## config.mk

```make
export PLATFORM = sky130hd
export DESIGN_NAME = systolic_feeder
export DESIGN_NICKNAME = d
export VERILOG_FILES = /design/src/rtl/systolic_feeder.sv
export SDC_FILE = /design/constraint.sdc
export NUM_CORES = 1
export LEC_CHECK = 0
export CORE_MARGIN = 3
export CORE_UTILIZATION = 30
export DETAILED_ROUTE_END_ITERATION = 8
export SETUP_SLACK_MARGIN = 0.05
export SYNTH_ARGS = -nofsm -noshare
export SYNTH_HDL_FRONTEND = slang
export SYNTH_SLANG_ARGS = --single-unit
```

## constraint.sdc

```tcl
create_clock -name clk -period 2.65 [get_ports clk]
set_clock_uncertainty 0.15 [all_clocks]
set_input_delay 0.3975 -clock clk [delete_from_list [all_inputs] [get_ports clk]]
set_output_delay 0.3975 -clock clk [all_outputs]
set_load 0.005 [all_outputs]
```

## src/rtl/systolic_feeder.sv

```systemverilog
// systolic_feeder
//   Operand transmitter for the GEMM systolic array. Accepts one N-lane A vector
//   and one N-lane B vector per beat, applies diagonal skew (lane i delayed by
//   i advance steps), raises start_compute alongside the edge data, flushes
//   zero vectors until every PE has seen its last operand, then pulses done.
//
// Ports:
//   clk, reset_n        clock (rising edge), asynchronous active-low reset
//   start, k_len        begin a feed of k_len beats (k_len sampled on accept)
//   in_valid, in_ready  beat handshake; in_ready is high only while streaming
//   a_vec, b_vec        N lanes of DATA_WIDTH, lane i at [i*DATA_WIDTH +: DATA_WIDTH]
//   a_edge, b_edge      skewed, registered operands to the array's left/top edges
//   start_compute       registered array enable, aligned with a_edge/b_edge
//   busy                high while streaming or flushing
//   done                one-cycle pulse once the array result is complete
//   stall_count         (FEED_PERF_EN only) streaming cycles with in_valid low,
//                       saturating, cleared on reset and on start acceptance
//
// Build option: define FEED_PERF_EN to add the stall_count output and counter.

module systolic_feeder #(
    parameter int DATA_WIDTH = 8,
    parameter int N          = 4,
    parameter int K_W        = 8
) (
    input  logic                    clk,
    input  logic                    reset_n,
    input  logic                    start,
    input  logic [K_W-1:0]          k_len,
    input  logic                    in_valid,
    output logic                    in_ready,
    input  logic [N*DATA_WIDTH-1:0] a_vec,
    input  logic [N*DATA_WIDTH-1:0] b_vec,
    output logic [N*DATA_WIDTH-1:0] a_edge,
    output logic [N*DATA_WIDTH-1:0] b_edge,
    output logic                    start_compute,
    output logic                    busy,
    output logic                    done
`ifdef FEED_PERF_EN
    ,
    output logic [15:0]             stall_count
`endif
);

    localparam int DW        = DATA_WIDTH;
    localparam int FLUSH_LEN = 2 * N - 2;
    localparam int FW        = $clog2(2 * N);

    typedef enum logic [1:0] {IDLE, STREAM, FLUSH, DONE} state_t;

    state_t         state_q, state_d;
    logic [K_W-1:0] k_q;
    logic [K_W-1:0] beat_cnt;
    logic [FW-1:0]  fl_cnt;
    logic           accept;
    logic           adv;
    logic           load;
    logic           inject;

    assign in_ready = (state_q == STREAM);
    assign busy     = (state_q == STREAM) || (state_q == FLUSH);
    assign accept   = in_valid && in_ready;
    assign adv      = accept || (state_q == FLUSH);
    assign load     = (state_q == IDLE) && start && (k_len != '0);
    assign inject   = (state_q == STREAM);

    always_ff @(posedge clk or negedge reset_n) begin
        if (!reset_n) begin
            state_q <= IDLE;
        end else begin
            state_q <= state_d;
        end
    end

    always_comb begin
        state_d = state_q;
        case (state_q)
            IDLE: begin
                if (start) begin
                    state_d = (k_len == '0) ? DONE : STREAM;
                end
            end
            STREAM: begin
                if (accept && (beat_cnt == k_q - 1'b1)) begin
                    state_d = (N == 1) ? DONE : FLUSH;
                end
            end
            FLUSH: begin
                if (fl_cnt == FW'(FLUSH_LEN - 1)) begin
                    state_d = DONE;
                end
            end
            DONE:    state_d = IDLE;
            default: state_d = IDLE;
        endcase
    end

    always_ff @(posedge clk or negedge reset_n) begin
        if (!reset_n) begin
            k_q           <= '0;
            beat_cnt      <= '0;
            fl_cnt        <= '0;
            start_compute <= 1'b0;
            done          <= 1'b0;
        end else begin
            start_compute <= adv;
            done          <= (state_q == DONE);
            if (load) begin
                k_q      <= k_len;
                beat_cnt <= '0;
            end else if (accept) begin
                beat_cnt <= beat_cnt + 1'b1;
            end
            if (state_q == FLUSH) begin
                fl_cnt <= fl_cnt + 1'b1;
            end else begin
                fl_cnt <= '0;
            end
        end
    end

    // Lane i is a depth-i packed shift line feeding its edge register; the
    // oldest entry sits in the top DW bits. Everything moves only on adv, so
    // an input stall freezes the whole diagonal together with the PE grid.
    for (genvar i = 0; i < N; i++) begin : g_lane
        logic [DW-1:0] a_in, b_in, a_q, b_q;

        assign a_in = inject ? a_vec[i*DW +: DW] : '0;
        assign b_in = inject ? b_vec[i*DW +: DW] : '0;

        if (i == 0) begin : g_direct
            always_ff @(posedge clk or negedge reset_n) begin
                if (!reset_n) begin
                    a_q <= '0;
                    b_q <= '0;
                end else if (load) begin
                    a_q <= '0;
                    b_q <= '0;
                end else if (adv) begin
                    a_q <= a_in;
                    b_q <= b_in;
                end
            end
        end else begin : g_delay
            logic [i*DW-1:0] a_dly, b_dly;

            always_ff @(posedge clk or negedge reset_n) begin
                if (!reset_n) begin
                    a_dly <= '0;
                    b_dly <= '0;
                    a_q   <= '0;
                    b_q   <= '0;
                end else if (load) begin
                    a_dly <= '0;
                    b_dly <= '0;
                    a_q   <= '0;
                    b_q   <= '0;
                end else if (adv) begin
                    a_dly <= (i*DW)'({a_dly, a_in});
                    b_dly <= (i*DW)'({b_dly, b_in});
                    a_q   <= a_dly[i*DW-1 -: DW];
                    b_q   <= b_dly[i*DW-1 -: DW];
                end
            end
        end

        assign a_edge[i*DW +: DW] = a_q;
        assign b_edge[i*DW +: DW] = b_q;
    end

`ifdef FEED_PERF_EN
    always_ff @(posedge clk or negedge reset_n) begin
        if (!reset_n) begin
            stall_count <= '0;
        end else if ((state_q == IDLE) && start) begin
            stall_count <= '0;
        end else if ((state_q == STREAM) && !in_valid && (stall_count != '1)) begin
            stall_count <= stall_count + 1'b1;
        end
    end
`endif

endmodule

```

[Yosys cells after proc, flatten, opt, wreduce, memory -nomap -nowiden]
Index checks and enable logic that the tools add are counted.
Cells by class
  $add $sub $neg: 3
  equal/unequal tests: 8
  multiplexer cells: 44
  reductions and logical operators: 12
Operators with widths (number)
  2-to-1 mux 8 bit: 30
  2-to-1 mux 24 bit: 4
  2-to-1 mux 16 bit: 4
  adder 8 x 1 -> 8 bit (second input constant): 1
  == test 8 bit: 1
  zero test 8 bit: 1
  2-to-1 mux 2 bit: 4
  one-hot mux 2 bit (4 select lines): 1
  nonzero test 8 bit: 1
  subtractor 8 x 1 -> 8 bit (second input constant): 1
  == test 2 bit (second input constant): 2
  logical AND 1 bit: 4
  inequality test 2 x 1 -> 1 bit (second input constant): 2
  nonzero test 2 bit: 2
  adder 3 x 1 -> 3 bit (second input constant): 1
  == test 3 bit (second input constant): 1
  2-to-1 mux 3 bit: 1
  AND reduction 3 bit: 1
  == test 2 x 1 -> 1 bit (second input constant): 1
  zero test 2 bit: 1
  logical OR 1 bit: 2
  inequality test 2 bit (second input constant): 1
Word-level totals
  bits in registers: 183
  input bits: 76
  output and inout bits: 68
  word-level logic and storage cells: 87

[Logic depth before layout (Yosys ltp)]
  word-level depth: 5
  mapped depth: 10
  depth with buffers taken out: 8

[Worst setup path before layout]
No wires, ideal clock.
  path type: register -> register
  from: register k_q[0]
  to: register state_q[1]
  setup time: 128 ps
  arrival time: 1947 ps
  data required time: 2372 ps
  slack: 425 ps
  stages on the path, launching flop included: 8
  path buffers: 0
  clock period less this slack: 2225 ps
  cell sequence: dfrtp_1 inv_1 ha_1 xnor2_1 or4_4 a2111oi_4 o221ai_2 mux2i_1
Between the ends
  word-level cells in the longest chain between the ends: 5
RTL lines
  from (decl): RTL line 52  | logic [K_W-1:0] k_q;
  from (signal assigned): RTL line 109  | k_q <= k_len;
  subtractor 8 x 1 -> 8 bit: RTL line 84  | if (accept && (beat_cnt == k_q - 1'b1)) begin
  == test 8 bit: RTL line 84
  logical AND 1 bit: RTL line 84
  inequality test 2 x 1 -> 1 bit (no line)
  AND reduction 3 bit (no line)
  to (signal assigned): RTL line 71  | state_q <= state_d;
  to (decl): RTL line 51  | state_t state_q, state_d;
Every way passes these cells.
A chain may end at the register's enable or synchronous reset.

[Final worst setup path]
  from: register state_q[0]
  to: register state_q[1]
Between the ends
  word-level cells in the longest chain between the ends: 5
  elaborated cells on any way between the ends: 11
  those cells by class: eq/ne: 6; mux: 1; reduce/logical: 4
RTL lines
  == test 2 x 1 -> 1 bit: RTL line 60, 77
  logical AND 1 bit: RTL line 62  | assign accept = in_valid && in_ready;
  logical AND 1 bit: RTL line 84
  inequality test 2 x 1 -> 1 bit (no line)
  AND reduction 3 bit (no line)
Several ways; a longest one is shown, not always the timed one.

==> impl_metrics.py <==
metrics = {
    "yosys": {
        "ys.flop_type": "dfrtp_1",
        "synth_xor_area_share_pct": 2.058,
        "synth_top_family_by_area": "simple AND/OR/NAND/NOR gates",
        "synth_top_area_cell": "dfrtp_1",
        "yosys.cell_types.count": 34,
        "synth_fa_ha_area_share_pct": 1.470,
        "synthArstFlopShare_pct": 100.0,
        "synth_area_leaders": "dfrtp_1 (60%), nand2_1 (13%), a21oi_1 (11%), nand3_1 (4.4%), clkbuf_1 (2.1%)",
        "yosysWarnings": 0,
        "synth-edff-count": 0,
        "syn-num-nets": 912,
        "synth_mux_area_share_pct": 1.013,
        "synth_most_common_cell": "nand2_1",
        "synth.top_cell.area_share_pct": 59.78,
        "avgSynthCellArea_um2": 9.262,
        "synth_commonest_cells": "nand2_1 (266), dfrtp_1 (183), a21oi_1 (164), nand3_1 (67), clkbuf_1 (43)",
        "ys_seq_elements": 183,
        "syn_inst": 827,
        "synth_compound_area_share_pct": 12.02,
        "syn-cell-area_mm2": 0.007660,
        "ys_seq_area_share_pct": 59.78,
        "synthSimpleGateAreaFrac_pct": 20.12,
    },
    "power_and_ir_drop": {
        "p_int_mw": 7.459,
        "pwr-share-clk_pct": 21.7,
        "power.density_mw_per_mm2": 1177,
        "power_switching_mw": 4.459,
        "peakVddDrop_mv": 0.9505,
        "sw_frac_of_total_pct": 37.41,
        "fin_total_pwr_mw": 11.92,
        "power_frac_comb_pct": 38.9,
        "p_leak_nw": 4.237,
        "seqPwrFrac_pct": 39.4,
    },
    "floorplanning": {
        "die_h_um": 165.8,
        "initial_utilization_pct": 31.04,
        "fp.dieArea_mm2": 0.02749,
        "num_io_pins": 144,
        "row_count": 57,
        "die_w_um": 165.8,
        "core_mm2": 0.02468,
    },
    "cts": {
        "cts_hold_buffers": 1,
        "htree_levels": 4,
        "cts_made_buffers": 17,
        "cts_buffer_depth": 2,
        "clk_latency_ns": 0.42,
        "cts_sinks": 183,
        "clk_transition_reported_paths_ns": 0.07,
        "cts_root_buffer": "clkbuf_16",
        "cts_tree": "built",
        "ctsResizeCount": 0,
        "post_cts_buffers": 0,
    },
    "global_route": {
        "grt_start_max_net_pins": 103,
        "grt_pass1_wl_um": 31520,
        "grt_pass1_vias": 6005,
        "grt_antenna_before_repair": 1,
        "gr-usage-all-layers_pct": 13.71,
        "grt.overflow.total": 0,
    },
    "drt": {
        "wl_per_cell_um": 14.64,
        "vias": 6093,
        "ant_nets": 0,
        "dr.pass1.iters": 7,
        "viasPerCell": 4.753,
        "drt_iter0_drc": 498,
        "drt_wl_total_um": 18770,
        "drc": 0,
    },
    "placed_design": {
        "dpl.hpwl_um": 11380,
        "dpl_worst_slack_ns": 0.1223,
        "routabilityCongestion": 0.7871,
        "io_buffers": 143,
    },
    "critical_path": {
        "worstPathRequired_ns": 2.80,
        "critical_path_class": "flip-flop to flip-flop",
        "cp_slowest_cell": "or4_4",
        "crit_chain": "inv_1 > ha_1 > and2b_1 > or4_4 > a2111oi_4 > o221ai_2 > mux2i_1",
        "cp_max_fo": 4,
        "cp-start-kind": "flip-flop",
        "worstPathArrival_ns": 2.46,
        "max_stage_delay_ns": 0.52,
        "crit_path_end_kind": "flip-flop",
    },
    "status": {
        "status": "finished clean",
    },
    "sta": {
        "hold_viol_final": 0,
        "fin_setup_tns_ns": 0,
        "final-setup-viol-count": 0,
        "period_minus_slack_ns": 2.312,
        "period_share_pct": 87.24,
        "holdWs_ns": 0.3254,
        "slew_viol_final": 0,
        "tightest_slew_ns": 0.7785,
        "rsz0062_at_grt": "no",
        "max_freq_ghz": 0.4326,
        "setup_slack_ns": 0.3381,
        "slew-limit-headroom_pct": 48.10,
    },
    "cells_and_area": {
        "fillers": 2478,
        "drive_gt1_share_pct": 6.681,
        "area_delta_synth_final_pct": 32.15,
        "nNetsFinal": 1030,
        "diodes": 0,
    },
    "job": {
        "maxCapViolCount": 0,
    },
    "hold_path": {
        "min_path_type": "flip-flop to flip-flop",
    },
}
## worst max-delay path, delay by kind of cell (launching register included)
family          cells  cell delay (ns)
flops               1             0.38
simple gates        2             0.69
buf+inv             1             0.10
compound gates      2             0.52
mux                 1             0.13
fa+ha+maj           1             0.21
## state kept, by name, indices dropped and copies added, names as in the netlist
register / count
g_lane.g_delay.b_dly: 48
beat_cnt: 8
fl_cnt: 3
g_lane.b_q: 32
k_q: 8
state_q: 2
g_lane.g_delay.a_dly: 48
g_lane.a_q: 32
done: 1
start_compute: 1
## metal layers
metal	vias to the layer above	GRT usage, %	share of wire (%)
met5	-	0	0.069
met1	2981	19.06	49
li1	2973	-	-
met3	16	3.761	4.4
met2	121	21.45	46
met4	2	3.291	0.97
## worst paths after layout
check	cells past startpoint	end	slack, ns	start
max in group asynchronous	3	g_lane[0].b_q[0]$_DFFE_PN0P_	1.25	reset_n
worst max-delay path	7	state_q[1]$_DFFE_PN0P_	0.34	state_q[0]$_DFFE_PN0P_
worst min-delay path	1	fl_cnt[0]$_DFF_PN0_	0.33	fl_cnt[0]$_DFF_PN0_
min in group asynchronous	2	k_q[7]$_DFFE_PN0P_	0.34	reset_n
worst max register to register	7	state_q[1]$_DFFE_PN0P_	0.34	state_q[0]$_DFFE_PN0P_
worst min register to register	1	fl_cnt[0]$_DFF_PN0_	0.33	fl_cnt[0]$_DFF_PN0_
## power by group through the flow
| stage | Sequential (mW) | Combinational (mW) | Clock, mW |
|---|---|---|---|
| floorplan | 4.64 | 2.70 | 0 |
| global placement | 4.72 | 4.65 | 0 |
| detailed placement | 4.75 | 4.71 | 0 |
| CTS | 4.71 | 4.72 | 2.70 |
| global route | 4.88 | 5.18 | 2.79 |
| finish | 4.70 | 4.63 | 2.59 |
## kinds of logic after synthesis
family	count (synthesis)
mux	7
buf+inv	67
fa+ha+maj	9
xor+xnor	18
flops	183
simple gates	369
compound gates	174
## through the flow
| stage | cell area (um^2) | util (%) | std cells |
|---|---|---|---|
| after floorplan | 7660 | - | 827 |
| after global placement | 9522 | 38.59 | 1249 |
| after detailed placement | 9522 | 38.59 | 1249 |
| after CTS | 10120 | 41.02 | 1282 |
| after global routing | 10120 | 41.02 | 1282 |
| final | 10120 | 41.02 | 1282 |
## cell usage in the layout, fill, tap and decap left out, types with 6 or more instances in the layout
| master | instances |
|---|---|
| a21oi_1 | 163 |
| buf_12 | 10 |
| buf_4 | 6 |
| clkbuf_16 | 17 |
| clkdlybuf4s50_1 | 142 |
| dfrtp_1 | 183 |
| ha_1 | 8 |
| mux2_2 | 6 |
| nand2_1 | 266 |
| nand3_1 | 67 |
| nor2_1 | 12 |
| xnor2_1 | 8 |
| xor2_1 | 10 |
## layout make-up
type | instances | area, um^2 | area share (%)
Clock inverter | 14 | 161.4 | 1.595
Inverter | 6 | 25.02 | 0.2472
Timing Repair Buffer | 160 | 1690 | 16.70
Multi-Input combinational cell | 577 | 2831 | 27.97
Sequential cell | 183 | 4579 | 45.24
Tap cell | 324 | 405.4 | 4.005
Clock buffer | 18 | 429.2 | 4.240
No activity file was read; power rests on OpenSTA's default activity.
